### config.mk
export PLATFORM = sky130hd
export DESIGN_NAME = serial_frame_sender
export DESIGN_NICKNAME = d
export VERILOG_FILES = /design/src/rtl/sender_pkg.sv /design/src/rtl/sender_fifo.sv /design/src/rtl/serial_frame_sender.sv
export SDC_FILE = /design/constraint.sdc
export NUM_CORES = 1
export LEC_CHECK = 0
export CORE_ASPECT_RATIO = 0.9
export CORE_MARGIN = 5
export CORE_UTILIZATION = 53
export CTS_CLUSTER_DIAMETER = 50
export CTS_CLUSTER_SIZE = 30
export DETAILED_ROUTE_END_ITERATION = 10
export PLACE_DENSITY = 0.72
export SLEW_MARGIN = 20
export SYNTH_ARGS = -nofsm -noshare
export SYNTH_HDL_FRONTEND = slang
export SYNTH_SLANG_ARGS = --single-unit
export TNS_END_PERCENT = 30
### constraint.sdc
create_clock -name clk -period 7.8 [get_ports clk]
set_clock_uncertainty 0.2 [all_clocks]
set_input_delay 1.17 -clock clk [delete_from_list [all_inputs] [get_ports clk]]
set_output_delay 1.17 -clock clk [all_outputs]
set_load 0.02 [all_outputs]
### src/rtl/sender_pkg.sv
// Shared definitions for the serial frame sender and its future receiver path.
package sender_pkg;

    typedef enum logic [1:0] {
        IDLE = 2'd0,
        SEND = 2'd1,
        GAP  = 2'd2
    } state_e;

    localparam logic START_BIT = 1'b1;

    // Total bit periods one word occupies on the line, gap included.
    function automatic int frame_bits(input int data_w, input int gap_bits);
        return 32'sd1 + data_w + gap_bits;
    endfunction

endpackage

### src/rtl/sender_fifo.sv
// Synchronous FIFO without fall-through: a pushed word is visible to pop
// only from the following cycle, because empty/full come from the registered level.
module sender_fifo #(
    parameter int DATA_W     = 40,
    parameter int FIFO_DEPTH = 4
) (
    input  logic                                  clk,
    input  logic                                  reset,
    input  logic                                  push,
    input  logic [DATA_W-1:0]                     wr_data,
    input  logic                                  pop,
    output logic [DATA_W-1:0]                     rd_data,
    output logic                                  full,
    output logic                                  empty,
    output logic [$clog2(FIFO_DEPTH+1)-1:0]       level
);

    localparam int PTR_W = $clog2(FIFO_DEPTH);
    localparam int LVL_W = $clog2(FIFO_DEPTH+1);
    localparam logic [LVL_W-1:0] LVL_FULL = LVL_W'(FIFO_DEPTH);
    localparam logic [LVL_W-1:0] LVL_ONE  = LVL_W'(1);
    localparam logic [PTR_W-1:0] PTR_ONE  = PTR_W'(1);

    logic [DATA_W-1:0] mem_q [FIFO_DEPTH];
    logic [PTR_W-1:0]  wr_ptr_q;
    logic [PTR_W-1:0]  rd_ptr_q;
    logic [LVL_W-1:0]  level_q;
    logic              do_push_s;
    logic              do_pop_s;

    assign full      = (level_q == LVL_FULL);
    assign empty     = (level_q == LVL_W'(0));
    assign level     = level_q;
    assign rd_data   = mem_q[rd_ptr_q];
    assign do_push_s = push && !full;
    assign do_pop_s  = pop && !empty;

    // Pointer and occupancy bookkeeping; pointers wrap naturally at the power-of-two depth.
    always_ff @(posedge clk) begin
        if (reset) begin
            wr_ptr_q <= PTR_W'(0);
            rd_ptr_q <= PTR_W'(0);
            level_q  <= LVL_W'(0);
        end else begin
            if (do_push_s) begin
                wr_ptr_q <= wr_ptr_q + PTR_ONE;
            end
            if (do_pop_s) begin
                rd_ptr_q <= rd_ptr_q + PTR_ONE;
            end
            case ({do_push_s, do_pop_s})
                2'b10:   level_q <= level_q + LVL_ONE;
                2'b01:   level_q <= level_q - LVL_ONE;
                default: level_q <= level_q;
            endcase
        end
    end

    // Storage array; contents need no reset since level gates every read.
    always_ff @(posedge clk) begin
        if (do_push_s) begin
            mem_q[wr_ptr_q] <= wr_data;
        end
    end

endmodule

### src/rtl/serial_frame_sender.sv
// Buffers parallel words and sends each as start bit + DATA_W data bits + GAP_BITS idle
// bit-times, advancing only on the external bit_tick strobe.
module serial_frame_sender
    import sender_pkg::*;
#(
    parameter int DATA_W     = 40,
    parameter int FIFO_DEPTH = 4,
    parameter int GAP_BITS   = 1,
    parameter int IDLE_LEVEL = 0,
    parameter int MSB_FIRST  = 1
) (
    input  logic                                  clk,
    input  logic                                  reset,
    input  logic [DATA_W-1:0]                     in_data,
    input  logic                                  in_valid,
    output logic                                  in_ready,
    input  logic                                  bit_tick,
    output logic                                  sout,
    output logic                                  busy,
    output logic                                  frame_done,
    output logic [$clog2(FIFO_DEPTH+1)-1:0]       level
);

    localparam int BIT_W = $clog2(DATA_W+1);
    localparam int GAP_W = (GAP_BITS > 0) ? $clog2(GAP_BITS+1) : 1;
    localparam logic [BIT_W-1:0] BIT_LAST = BIT_W'(DATA_W);
    localparam logic [BIT_W-1:0] BIT_ONE  = BIT_W'(1);
    localparam logic [GAP_W-1:0] GAP_LAST = GAP_W'(GAP_BITS);
    localparam logic [GAP_W-1:0] GAP_ONE  = GAP_W'(1);
    localparam logic             IDLE_BIT = (IDLE_LEVEL != 0) ? 1'b1 : 1'b0;

    state_e            state_q, state_d;
    logic [BIT_W-1:0]  bit_cnt_q, bit_cnt_d;
    logic [GAP_W-1:0]  gap_cnt_q, gap_cnt_d;
    logic [DATA_W-1:0] shift_q, shift_d;
    logic              sout_q, sout_d;
    logic              done_q, done_d;
    logic              start_s;
    logic              pop_s;
    logic              push_s;
    logic              fifo_full_s;
    logic              fifo_empty_s;
    logic [DATA_W-1:0] fifo_data_s;
    logic              next_bit_s;
    logic [DATA_W-1:0] shifted_s;

    sender_fifo #(
        .DATA_W     (DATA_W),
        .FIFO_DEPTH (FIFO_DEPTH)
    ) u_fifo (
        .clk     (clk),
        .reset   (reset),
        .push    (push_s),
        .wr_data (in_data),
        .pop     (pop_s),
        .rd_data (fifo_data_s),
        .full    (fifo_full_s),
        .empty   (fifo_empty_s),
        .level   (level)
    );

    assign in_ready   = !fifo_full_s && !reset;
    assign push_s     = in_valid && in_ready;
    assign busy       = (state_q != IDLE) || !fifo_empty_s;
    assign sout       = sout_q;
    assign frame_done = done_q;
    assign next_bit_s = (MSB_FIRST != 0) ? shift_q[DATA_W-1] : shift_q[0];
    assign shifted_s  = (MSB_FIRST != 0) ? (shift_q << 1) : (shift_q >> 1);

    // Next-state logic; the end of a gap or a gapless frame falls through to the idle start path.
    always_comb begin
        state_d   = state_q;
        bit_cnt_d = bit_cnt_q;
        gap_cnt_d = gap_cnt_q;
        shift_d   = shift_q;
        sout_d    = sout_q;
        done_d    = 1'b0;
        pop_s     = 1'b0;
        start_s   = 1'b0;
        if (bit_tick) begin
            case (state_q)
                IDLE: start_s = 1'b1;
                SEND: begin
                    if (bit_cnt_q == BIT_LAST) begin
                        done_d = 1'b1;
                        if (GAP_BITS > 0) begin
                            sout_d    = IDLE_BIT;
                            gap_cnt_d = GAP_ONE;
                            state_d   = GAP;
                        end else begin
                            start_s = 1'b1;
                        end
                    end else begin
                        sout_d    = next_bit_s;
                        shift_d   = shifted_s;
                        bit_cnt_d = bit_cnt_q + BIT_ONE;
                    end
                end
                GAP: begin
                    sout_d = IDLE_BIT;
                    if (gap_cnt_q == GAP_LAST) begin
                        start_s = 1'b1;
                    end else begin
                        gap_cnt_d = gap_cnt_q + GAP_ONE;
                    end
                end
                default: state_d = IDLE;
            endcase
            if (start_s) begin
                if (!fifo_empty_s) begin
                    pop_s     = 1'b1;
                    shift_d   = fifo_data_s;
                    sout_d    = START_BIT;
                    bit_cnt_d = BIT_W'(0);
                    state_d   = SEND;
                end else begin
                    sout_d  = IDLE_BIT;
                    state_d = IDLE;
                end
            end else begin
                pop_s = 1'b0;
            end
        end else begin
            state_d = state_q;
        end
    end

    // Serializer state registers.
    always_ff @(posedge clk) begin
        if (reset) begin
            state_q   <= IDLE;
            bit_cnt_q <= BIT_W'(0);
            gap_cnt_q <= GAP_W'(0);
            shift_q   <= {DATA_W{1'b0}};
            sout_q    <= IDLE_BIT;
            done_q    <= 1'b0;
        end else begin
            state_q   <= state_d;
            bit_cnt_q <= bit_cnt_d;
            gap_cnt_q <= gap_cnt_d;
            shift_q   <= shift_d;
            sout_q    <= sout_d;
            done_q    <= done_d;
        end
    end

endmodule

==> results.txt, run 1 <==
----------------------------------------------------
[CTS]
  Clock latency on the worst-skew pair ... 0.48 ns
  Count of instances resized after the clock tree is built ... 0
  Sinks on the clock net ... 220
  Number of buffers inserted for hold repair after clock tree synthesis ... 0
  CTS H-tree depth ... 1
  Clock root buffer ... clkbuf_16
  Clock-pin slew on the worst setup and hold paths ... 0.07 ns
  TritonCTS Buffers ... 17
  Setup fix buffers added after clock tree synthesis ... 0
  CTS tree ... yes
  Maximum number of buffers from clock root to sink ... 3

[Critical path]
  Number of cells traversed by the worst register-to-register path ... 9
  Data arrival time of the critical path ... 2.94 ns
  RR Startpoint ... state_q[0]$_SDFFE_PP0P_
  Worst EP required ... 6.43 ns
  Flop-to-flop setup slack ... 5.10 ns
  Worst r2r dst ... u_fifo.level[2]$_SDFFE_PP0P_
  Critical path start-end classification ... in -> out
  CP Max Fanout ... 20
  Worst Setup Start Kind ... input port
  Setup crit end kind ... output pin

[Die]
  X dimension of the die ... 143 um
  Core area ... 15,500 um2
  Boundary pin count ... 51
  Number of standard-cell rows in the floorplan ... 43
  Die Footprint ... 18,600 um2
  Die height ... 130 um
  Initial core utilization ... 0.544

[Min path]
  Cell count of the worst hold path ... 1
  Hold Path Sink ... shift_q[7]$_SDFFE_PP0P_
  Worst min path class ... reg -> reg
  Hold path startpoint ... shift_q[6]$_SDFFE_PP0P_

[Placement]
  GPL Wtd Cong ... 0.736
  Port bufs ... 50
  Placed Cells ... 713
  Half-perimeter wire length after detailed placement ... 8470 um

[Layout]
  Final Instance Count excl. Fillers ... 743
  # diodes ... 0
  # nets final ... 582
  Share of layout cells above drive strength 1 ... 0.165
  Post-synthesis to final-layout area growth ... 14.1%
  Fillers ... 1,094

[Synth]
  Register bit count reported by yosys ... 220
  Count of mapped cells out of synthesis ... 482
  Count of cell types in the netlist ... 45
  Leading cell types by count after synthesis ... 160 x edfxtp_1, 60 x dfxtp_1, 40 x mux4_2
  Average footprint of a synthesized cell ... 17.6 um2
  Synthesized Nets ... 534
  Area share of the largest cell type after synthesis ... 0.568
  Part of the Yosys area used for sequential elements ... 0.710
  Number of synthesized flops with an enable pin ... 160
  Summed instance area of the synthesized netlist ... 8460 um2
  FFs w/ async S/R, synth ... 0
  Most frequently used cell type in the post-synthesis netlist ... edfxtp_1
  Library cell occupying the most area in the post-synthesis netlist ... edfxtp_1
  Most used DFF post-synth ... edfxtp_1
  Count of synthesis-stage warnings from yosys ... 0
  Synth top area cells ... edfxtp_1 57%, dfxtp_1 14%, mux4_2 11%

[Drt]
  Post-detailed-routing wire length ... 14,600 um
  Iter 0 DRT Violations ... 364
  Post-DRT Antenna Nets ... 0
  Number of detailed-routing iterations run before antenna repair ... 4
  Ratio of routed vias to standard cells ... 5.78
  Total via count in the routed design ... 4,292
  Number of design rule violations left after detail routing ... 0
  Detailed-route wire length per cell ... 19.6 um

[Outcome]
  Result of the run ... finished, final reports clean

[STA]
  Minimum period implied by the final worst setup slack ... 4.31 ns
  Number of setup violations in the final report ... 0
  Remaining max-slew budget at the tightest pin ... 0.472
  Transition time of the tightest slew-check pin ... 0.790 ns
  Final-layout setup total negative slack ... 0 ns
  Highest clock rate ... 0.232 GHz
  Max Slew Vio Count ... 0
  Count of endpoints failing hold in the final timing report ... 0
  Period utilization ... 0.553
  Unrepaired setup endpoints after global routing ... no

[GRT]
  Maximum number of pins on one net before global-route repair ... 41
  Combined global-route utilization of all metal layers ... 0.164
  Remaining Overflow, GRT ... 0
  Via count of the first global-routing pass ... 4,574
  Wire length of the first global-routing pass ... 23,900 um
  Initial antenna violation count ... 1

[Power]
  Worst IR drop on VDD ... 200 uV
  Power consumption ... 2.94 mW
  Power density over the cells ... 304 nW/um2
  Pleak ... 3.10 nW

[Flow run]
  Max Cap Violations ... 0

----------------------------------------------------
## state kept, by name, indices dropped and copies added (netlist names), named ones only
| register | cells |
|---|---|
| u_fifo.wr_ptr_q | 2 |
| u_fifo.mem_q | 160 |
| u_fifo.level | 3 |
| bit_cnt_q | 6 |
| state_q | 2 |
| gap_cnt_q | 1 |
| frame_done | 1 |
| sout | 1 |
| shift_q | 40 |
| u_fifo.rd_ptr_q | 2 |
## logic make-up after synthesis
family          count (synthesis)  synth area share
buf+inv                        41            0.0297
mux                            40             0.106
simple gates                  101            0.0676
xor+xnor                        6           0.00621
flops                         220             0.710
compound gates                 66            0.0676
fa+ha+maj                       8            0.0127
## cell type report
cell class              instances  area (um2)  area share
flip-flops and latches        220        6010       0.622
inverters                      13        48.8     0.00505
well taps                     202         253      0.0262
clock inverters                12         154      0.0159
multi-input cells             221        2210       0.229
repair buffers                 57         553      0.0573
clock buffers                  18         429      0.0444
## how the worst max path moves through the flow
stage                         from                      endpoint  slack [ns]
after global routing         reset                      in_ready        3.30
after detailed placement     reset                      in_ready        3.48
after CTS                    reset                      in_ready        3.47
after floorplan           bit_tick  u_fifo.level[2]$_SDFFE_PP0P_        4.42
final                        reset                      in_ready        3.49
after global placement       reset                      in_ready        3.53
## stage by stage
step           hold slack [ns]   util  cell area (um2)  worst slack [ns]
2_1_floorplan            0.248      -             8460              4.42
3_3_place_gp             0.261  0.583             9070              3.53
3_5_place_dp             0.274  0.583             9070              3.48
4_1_cts                  0.291  0.621             9650              3.47
5_1_grt                  0.305  0.621             9660              3.30
6_report                 0.287  0.621             9660              3.49
## layer usage
layer  GRT usage  up-vias  share of wire
li1            -     2007              -
met1       0.221     2169           0.43
met2       0.278       89           0.50
met3      0.0326       25          0.051
met4      0.0380        2          0.020
met5           0        -        0.00082
## where the power goes
group / internal (mW) / switching [mW]
registers: 1.37 / 0.0800
clock network: 0.484 / 0.417
logic: 0.295 / 0.288
## placed cells by master (no fill, tap or decap), types with 9 or more instances in the layout
cell type,netlist,routed
o221ai_1,9,9
edfxtp_1,160,160
clkbuf_16,0,17
a21oi_1,12,12
dfxtp_1,60,59
inv_1,12,12
a221o_1,30,30
mux4_2,40,40
clkdlybuf4s50_1,0,50
nor2_1,22,22
nor3_1,10,10
nand2_1,9,9
nor2b_1,34,34
## critical path, cell delays in order
cell and delay, ns:
clkdlybuf4s50_1 0.81, a21oi_1 0.31, clkdlybuf4s50_1 0.65
(Power assumes the default switching activity.)
==> run 2: changes to the inputs <==
--- a/config.mk
+++ b/config.mk
@@ -11,7 +11,7 @@
 export CTS_CLUSTER_DIAMETER = 50
 export CTS_CLUSTER_SIZE = 30
 export DETAILED_ROUTE_END_ITERATION = 10
-export PLACE_DENSITY = 0.72
+export PLACE_DENSITY = 0.75
 export SLEW_MARGIN = 20
 export SYNTH_ARGS = -nofsm -noshare
 export SYNTH_HDL_FRONTEND = slang
==> constraint.sdc (replaced) <==
create_clock -name clk -period 3.5 [get_ports clk]
set_clock_uncertainty 0.2 [all_clocks]
set_input_delay 0.525 -clock clk [delete_from_list [all_inputs] [get_ports clk]]
set_output_delay 0.525 -clock clk [all_outputs]
set_load 0.02 [all_outputs]
==> run 2 against run 1 <==
Against the previous run:
- utilization rose by 1.5 points
- die area did not move
- wire length rose by 5.5%
- non-clock buffer count rose by 4
- worst hold slack improved by 0.00061 ns
- register-to-register slack got worse by 4.1 ns
- design area rose by 2.4%
- sequential power rose by 120%
- critical path depth did not move
- combinational power rose by 130%
- power rose by 130%
- via count rose by 2.0%
==> results.txt, run 2 (same netlist as run 1, synthesis figures left out) <==
----------------------------------------------------
[Outcome]
  Result of the run ... finished, final reports clean

[Critical path]
  RR Startpoint ... state_q[1]$_SDFFE_PP0P_
  CP Max Fanout ... 6
  Data arrival time of the critical path ... 2.15 ns
  Slowest stage cell on the critical path ... clkdlybuf4s50_1
  Depth of the critical timing path with buffers and inverters included ... 3
  Max stage delay on crit path ... 0.54 ns
  Worst Setup Start Kind ... flop
  Crit path to ... busy
  Critical path start-end classification ... reg -> out
  Number of cells traversed by the worst register-to-register path ... 7
  Worst EP required ... 2.77 ns
  Worst r2r dst ... shift_q[10]$_SDFFE_PP0P_
  Setup crit end kind ... output pin
  Worst setup path start ... u_fifo.level[0]$_SDFFE_PP0P_
  Flop-to-flop setup slack ... 1.04 ns
  Dominant delay contributor by cell family on the critical path ... simple AND/OR/NAND/NOR gates
  Total buffers and inverters traversed by the critical path ... 1
  CP Cell Sequence ... or3_4 -> or3_1 -> clkdlybuf4s50_1

[Layout]
  Leading cell type in the layout, fill and taps excluded ... edfxtp_1
  Largest registers in the final layout ... u_fifo.mem_q: 160 flops, shift_q: 40 flops, bit_cnt_q: 6 flops
  Fillers ... 1,068
  Share of layout cells above drive strength 1 ... 0.180
  Highest-count cells in the layout ignoring fill and taps ... 160 x edfxtp_1, 59 x dfxtp_1, 50 x clkdlybuf4s50_1, 40 x mux4_2, 34 x nor2b_1
  # nets final ... 589
  Post-layout utilization of the core ... 0.636
  Number of flip-flops under the largest register name ... 160
  Post-synthesis to final-layout area growth ... 16.9%
  # diodes ... 0
  Register with the most flip-flops ... u_fifo.mem_q

[STA]
  Max Slew Vio Count ... 0
  Remaining max-slew budget at the tightest pin ... 0.479
  Number of setup violations in the final report ... 0
  Smallest setup slack after layout ... 0.626 ns
  Count of endpoints failing hold in the final timing report ... 0
  Minimum period implied by the final worst setup slack ... 2.87 ns
  Final-layout setup total negative slack ... 0 ns
  Period utilization ... 0.821
  Unrepaired setup endpoints after global routing ... no
  Highest clock rate ... 0.348 GHz
  Transition time of the tightest slew-check pin ... 0.781 ns

[Min path]
  Worst min path class ... reg -> reg

[CTS]
  Clock-pin slew on the worst setup and hold paths ... 0.06 ns
  Number of buffers inserted for hold repair after clock tree synthesis ... 0
  Maximum number of buffers from clock root to sink ... 3
  Clock root buffer ... clkbuf_16
  CTS H-tree depth ... 1
  Count of instances resized after the clock tree is built ... 0
  Setup fix buffers added after clock tree synthesis ... 0
  Sinks on the clock net ... 220
  TritonCTS Buffers ... 20
  CTS tree ... yes
  Clock latency on the worst-skew pair ... 0.50 ns

[Drt]
  Total via count in the routed design ... 4,376
  Number of detailed-routing iterations run before antenna repair ... 4
  Detailed-route wire length per cell ... 20.5 um
  Ratio of routed vias to standard cells ... 5.81
  Post-detailed-routing wire length ... 15,400 um
  Number of design rule violations left after detail routing ... 0
  Iter 0 DRT Violations ... 412
  Post-DRT Antenna Nets ... 0

[Die]
  Die height ... 130 um
  Boundary pin count ... 51
  Initial core utilization ... 0.544
  Core area ... 15,500 um2
  Number of standard-cell rows in the floorplan ... 43
  X dimension of the die ... 143 um
  Die Footprint ... 18,600 um2

[Placement]
  GPL Wtd Cong ... 0.763
  Worst setup slack before clock tree synthesis ... 0.258 ns
  Port bufs ... 50
  Half-perimeter wire length after detailed placement ... 9310 um

[GRT]
  Combined global-route utilization of all metal layers ... 0.171
  Remaining Overflow, GRT ... 0
  Via count of the first global-routing pass ... 4,666
  Wire length of the first global-routing pass ... 24,800 um
  Initial antenna violation count ... 0
  Maximum number of pins on one net before global-route repair ... 37

[Flow run]
  Max Cap Violations ... 0

[Power]
  Worst IR drop on VDD ... 376 uV
  Power density over the cells ... 692 nW/um2
  Power consumption ... 6.84 mW
  Pleak ... 3.21 nW

----------------------------------------------------
[run 2: final cells by class]
type / count / area [um2] / share of cell area
flip-flops and latches: 220 / 6010 / 0.607
multi-input cells: 221 / 2210 / 0.224
repair buffers: 61 / 666 / 0.0673
clock buffers: 24 / 558 / 0.0564
well taps: 202 / 253 / 0.0256
clock inverters: 12 / 143 / 0.0144
inverters: 13 / 48.8 / 0.00493
[run 2: stage by stage]
step | cells | instance area, um2 | hold WS, ns
floorplan | 482 | 8460 | 0.248
detailed placement | 716 | 9170 | 0.271
global route | 753 | 9890 | 0.305
CTS | 752 | 9870 | 0.287
finish | 753 | 9890 | 0.288
global placement | 716 | 9170 | 0.263
[run 2: worst reg2reg max path, stage by stage, from the launching register on]
cell	delay, ns
dfxtp_1	0.47
or2b_1	0.32
nand3_4	0.19
inv_2	0.06
buf_4	0.19
nor3_4	0.56
buf_8	0.25
a221o_1	0.17
[run 2: metal layers]
metal	up-vias	routed length (um)	GRT usage
li1	2020	-	-
met1	2215	6390	0.226
met2	109	7860	0.293
met3	32	779	0.0304
met4	0	374	0.0525
met5	-	0	0
[run 2: how the worst min path moves through the flow]
stage                              from                        to  cells after the start
4_1_cts        shift_q[14]$_SDFFE_PP0P_  shift_q[14]$_SDFFE_PP0P_                      2
3_5_place_dp   shift_q[14]$_SDFFE_PP0P_  shift_q[14]$_SDFFE_PP0P_                      2
5_1_grt         shift_q[0]$_SDFFE_PP0P_   shift_q[0]$_SDFFE_PP0P_                      2
6_report       shift_q[15]$_SDFFE_PP0P_  shift_q[15]$_SDFFE_PP0P_                      2
3_3_place_gp   shift_q[16]$_SDFFE_PP0P_  shift_q[16]$_SDFFE_PP0P_                      2
2_1_floorplan   shift_q[0]$_SDFFE_PP0P_   shift_q[0]$_SDFFE_PP0P_                      2
[run 2: power breakdown]
group	internal, mW	leakage [nW]	switching (mW)
Combinational	0.696	0.930	0.673
Sequential	3.06	1.94	0.177
Clock	1.21	0.343	1.03
==> run 3: changes to the inputs <==
--- a/config.mk
+++ b/config.mk
@@ -11,7 +11,7 @@
 export CTS_CLUSTER_DIAMETER = 50
 export CTS_CLUSTER_SIZE = 30
 export DETAILED_ROUTE_END_ITERATION = 10
-export PLACE_DENSITY = 0.75
+export PLACE_DENSITY = 0.72
 export SLEW_MARGIN = 20
 export SYNTH_ARGS = -nofsm -noshare
 export SYNTH_HDL_FRONTEND = slang
==> constraint.sdc (replaced) <==
create_clock -name clk -period 2.8 [get_ports clk]
set_clock_uncertainty 0.2 [all_clocks]
set_input_delay 0.42 -clock clk [delete_from_list [all_inputs] [get_ports clk]]
set_output_delay 0.42 -clock clk [all_outputs]
set_load 0.02 [all_outputs]
==> run 3 against run 2 <==
Against the previous run:
- via count about the same
- non-clock buffer count increased by 13
- power increased by 22%
==> results.txt, run 3 (same netlist as run 1, synthesis figures left out) <==
----------------------------------------------------
[GRT]
  Via count of the first global-routing pass ... 4,598
  Remaining Overflow, GRT ... 0
  Combined global-route utilization of all metal layers ... 0.167
  Wire length of the first global-routing pass ... 24,500 um
  Initial antenna violation count ... 0
  Maximum number of pins on one net before global-route repair ... 38

[CTS]
  CTS H-tree depth ... 1
  Clock-pin slew on the worst setup and hold paths ... 0.08 ns
  TritonCTS Buffers ... 18
  Maximum number of buffers from clock root to sink ... 3
  CTS tree ... yes
  Setup fix buffers added after clock tree synthesis ... 0
  Clock root buffer ... clkbuf_16
  Clock latency on the worst-skew pair ... 0.49 ns
  Sinks on the clock net ... 220

[Layout]
  Share of layout cells above drive strength 1 ... 0.196
  Number of flip-flops under the largest register name ... 160
  # diodes ... 0
  # nets final ... 600
  Largest registers in the final layout ... u_fifo.mem_q: 160 flops, shift_q: 40 flops, bit_cnt_q: 6 flops
  Register with the most flip-flops ... u_fifo.mem_q
  Highest-count cells in the layout ignoring fill and taps ... 160 x edfxtp_1, 59 x dfxtp_1, 49 x clkdlybuf4s50_1, 40 x mux4_2, 34 x nor2b_1
  Post-synthesis to final-layout area growth ... 17.0%
  Leading cell type in the layout, fill and taps excluded ... edfxtp_1
  Area of all placed cells without fillers ... 9900 um2

[Drt]
  Post-DRT Antenna Nets ... 0
  Post-detailed-routing wire length ... 14,900 um
  Met2 Wirelength ... 7510 um
  Iter 0 DRT Violations ... 248
  Number of design rule violations left after detail routing ... 0
  Detailed-route wire length per cell ... 19.6 um
  Total via count in the routed design ... 4,377
  Met3 routed wirelength ... 666 um
  Ratio of routed vias to standard cells ... 5.74
  Number of detailed-routing iterations run before antenna repair ... 4
  Highest metal layer with signal wires ... met4
  Routed metal-1 wire length ... 6550 um

[Critical path]
  Worst Setup Start Kind ... input port
  CP Max Fanout ... 19
  Setup crit end kind ... output pin
  Worst EP required ... 2.18 ns
  Critical path start-end classification ... in -> out
  Data arrival time of the critical path ... 1.84 ns

[Placement]
  Port bufs ... 50
  Placement Cell Area ... 9270 um2
  Worst setup slack before clock tree synthesis ... -0.0243 ns
  Half-perimeter wire length after detailed placement ... 9280 um
  GPL Wtd Cong ... 0.767

[STA]
  Count of endpoints failing hold in the final timing report ... 0
  Highest clock rate ... 0.407 GHz
  Period utilization ... 0.877
  Remaining max-slew budget at the tightest pin ... 0.538
  Smallest setup slack after layout ... 0.345 ns
  Number of setup violations in the final report ... 0
  Max Slew Vio Count ... 0
  Transition time of the tightest slew-check pin ... 0.691 ns
  Unrepaired setup endpoints after global routing ... no
  Minimum period implied by the final worst setup slack ... 2.46 ns
  Final-layout setup total negative slack ... 0 ns

[Power]
  Power density over the cells ... 842 nW/um2
  Power consumption ... 8.34 mW
  Pleak ... 3.25 nW
  Worst IR drop on VDD ... 464 uV

[Min path]
  Worst min path class ... reg -> reg

[Die]
  X dimension of the die ... 143 um
  Initial core utilization ... 0.544
  Die height ... 130 um
  Number of standard-cell rows in the floorplan ... 43
  Die Footprint ... 18,600 um2
  Boundary pin count ... 51
  Core area ... 15,500 um2

[Outcome]
  Result of the run ... finished, final reports clean

[Flow run]
  Max Cap Violations ... 0

----------------------------------------------------
-- run 3: changes by cell type in the layout (fill, tap and decap cells not counted), moves of 2 or more --
cell,change
clkbuf_1,-2
clkinv_8,-2
clkbuf_16,-3
buf_4,+13
inv_6,+2
-- run 3: repair_timing --
action / 4_1_cts / 5_1_grt
hold buffers: 0 / 0
setup endpoints to repair: 0 / 1
gates resized for setup: 0 / 1
-- run 3: per-stage QoR --
stage	util	instances	hold slack (ns)
floorplan	-	482	0.248
global placement	0.596	729	0.259
detailed placement	0.596	729	0.272
CTS	0.635	761	0.288
global route	0.637	762	0.308
finish	0.637	762	0.288
-- run 3: power by group --
part | internal (mW) | leakage [nW] | total [mW] | switching, mW
Clock | 1.32 | 0.303 | 2.55 | 1.23
Sequential | 3.82 | 1.94 | 4.02 | 0.199
Combinational | 0.913 | 1.01 | 1.77 | 0.856
-- run 3: layout make-up --
| type | count | area (um2) |
|---|---|---|
| Inverter | 13 | 48.8 |
| Clock inverter | 13 | 136 |
| Clock buffer | 19 | 475 |
| Fill cell | 1041 | 5650 |
| Sequential cell | 220 | 6010 |
| Multi-Input combinational cell | 221 | 2210 |
| Tap cell | 202 | 253 |
| Timing Repair Buffer | 74 | 766 |
-- run 3: path summary, 6_finish.rpt --
| path | startpoint | to | slack (ns) | cells past startpoint |
|---|---|---|---|---|
| setup / recovery | reset | in_ready | 0.34 | 4 |
| hold / removal | shift_q[12]$_SDFFE_PP0P_ | shift_q[12]$_SDFFE_PP0P_ | 0.29 | 2 |
| setup reg to reg | state_q[0]$_SDFFE_PP0P_ | u_fifo.level[2]$_SDFFE_PP0P_ | 0.54 | 9 |
| hold reg to reg | shift_q[12]$_SDFFE_PP0P_ | shift_q[12]$_SDFFE_PP0P_ | 0.29 | 2 |
-- run 3: per-layer routing --
layer | GRT usage | vias up
li1 | - | 2046
met1 | 0.228 | 2220
met2 | 0.288 | 95
met3 | 0.0260 | 16
met4 | 0.0369 | 0
met5 | 0 | -
-- run 3: worst max-delay path, stage by stage --
cell and delay [ns]:
clkdlybuf4s50_1 0.44, buf_4 0.23, a21oi_1 0.13, clkdlybuf4s50_1 0.61
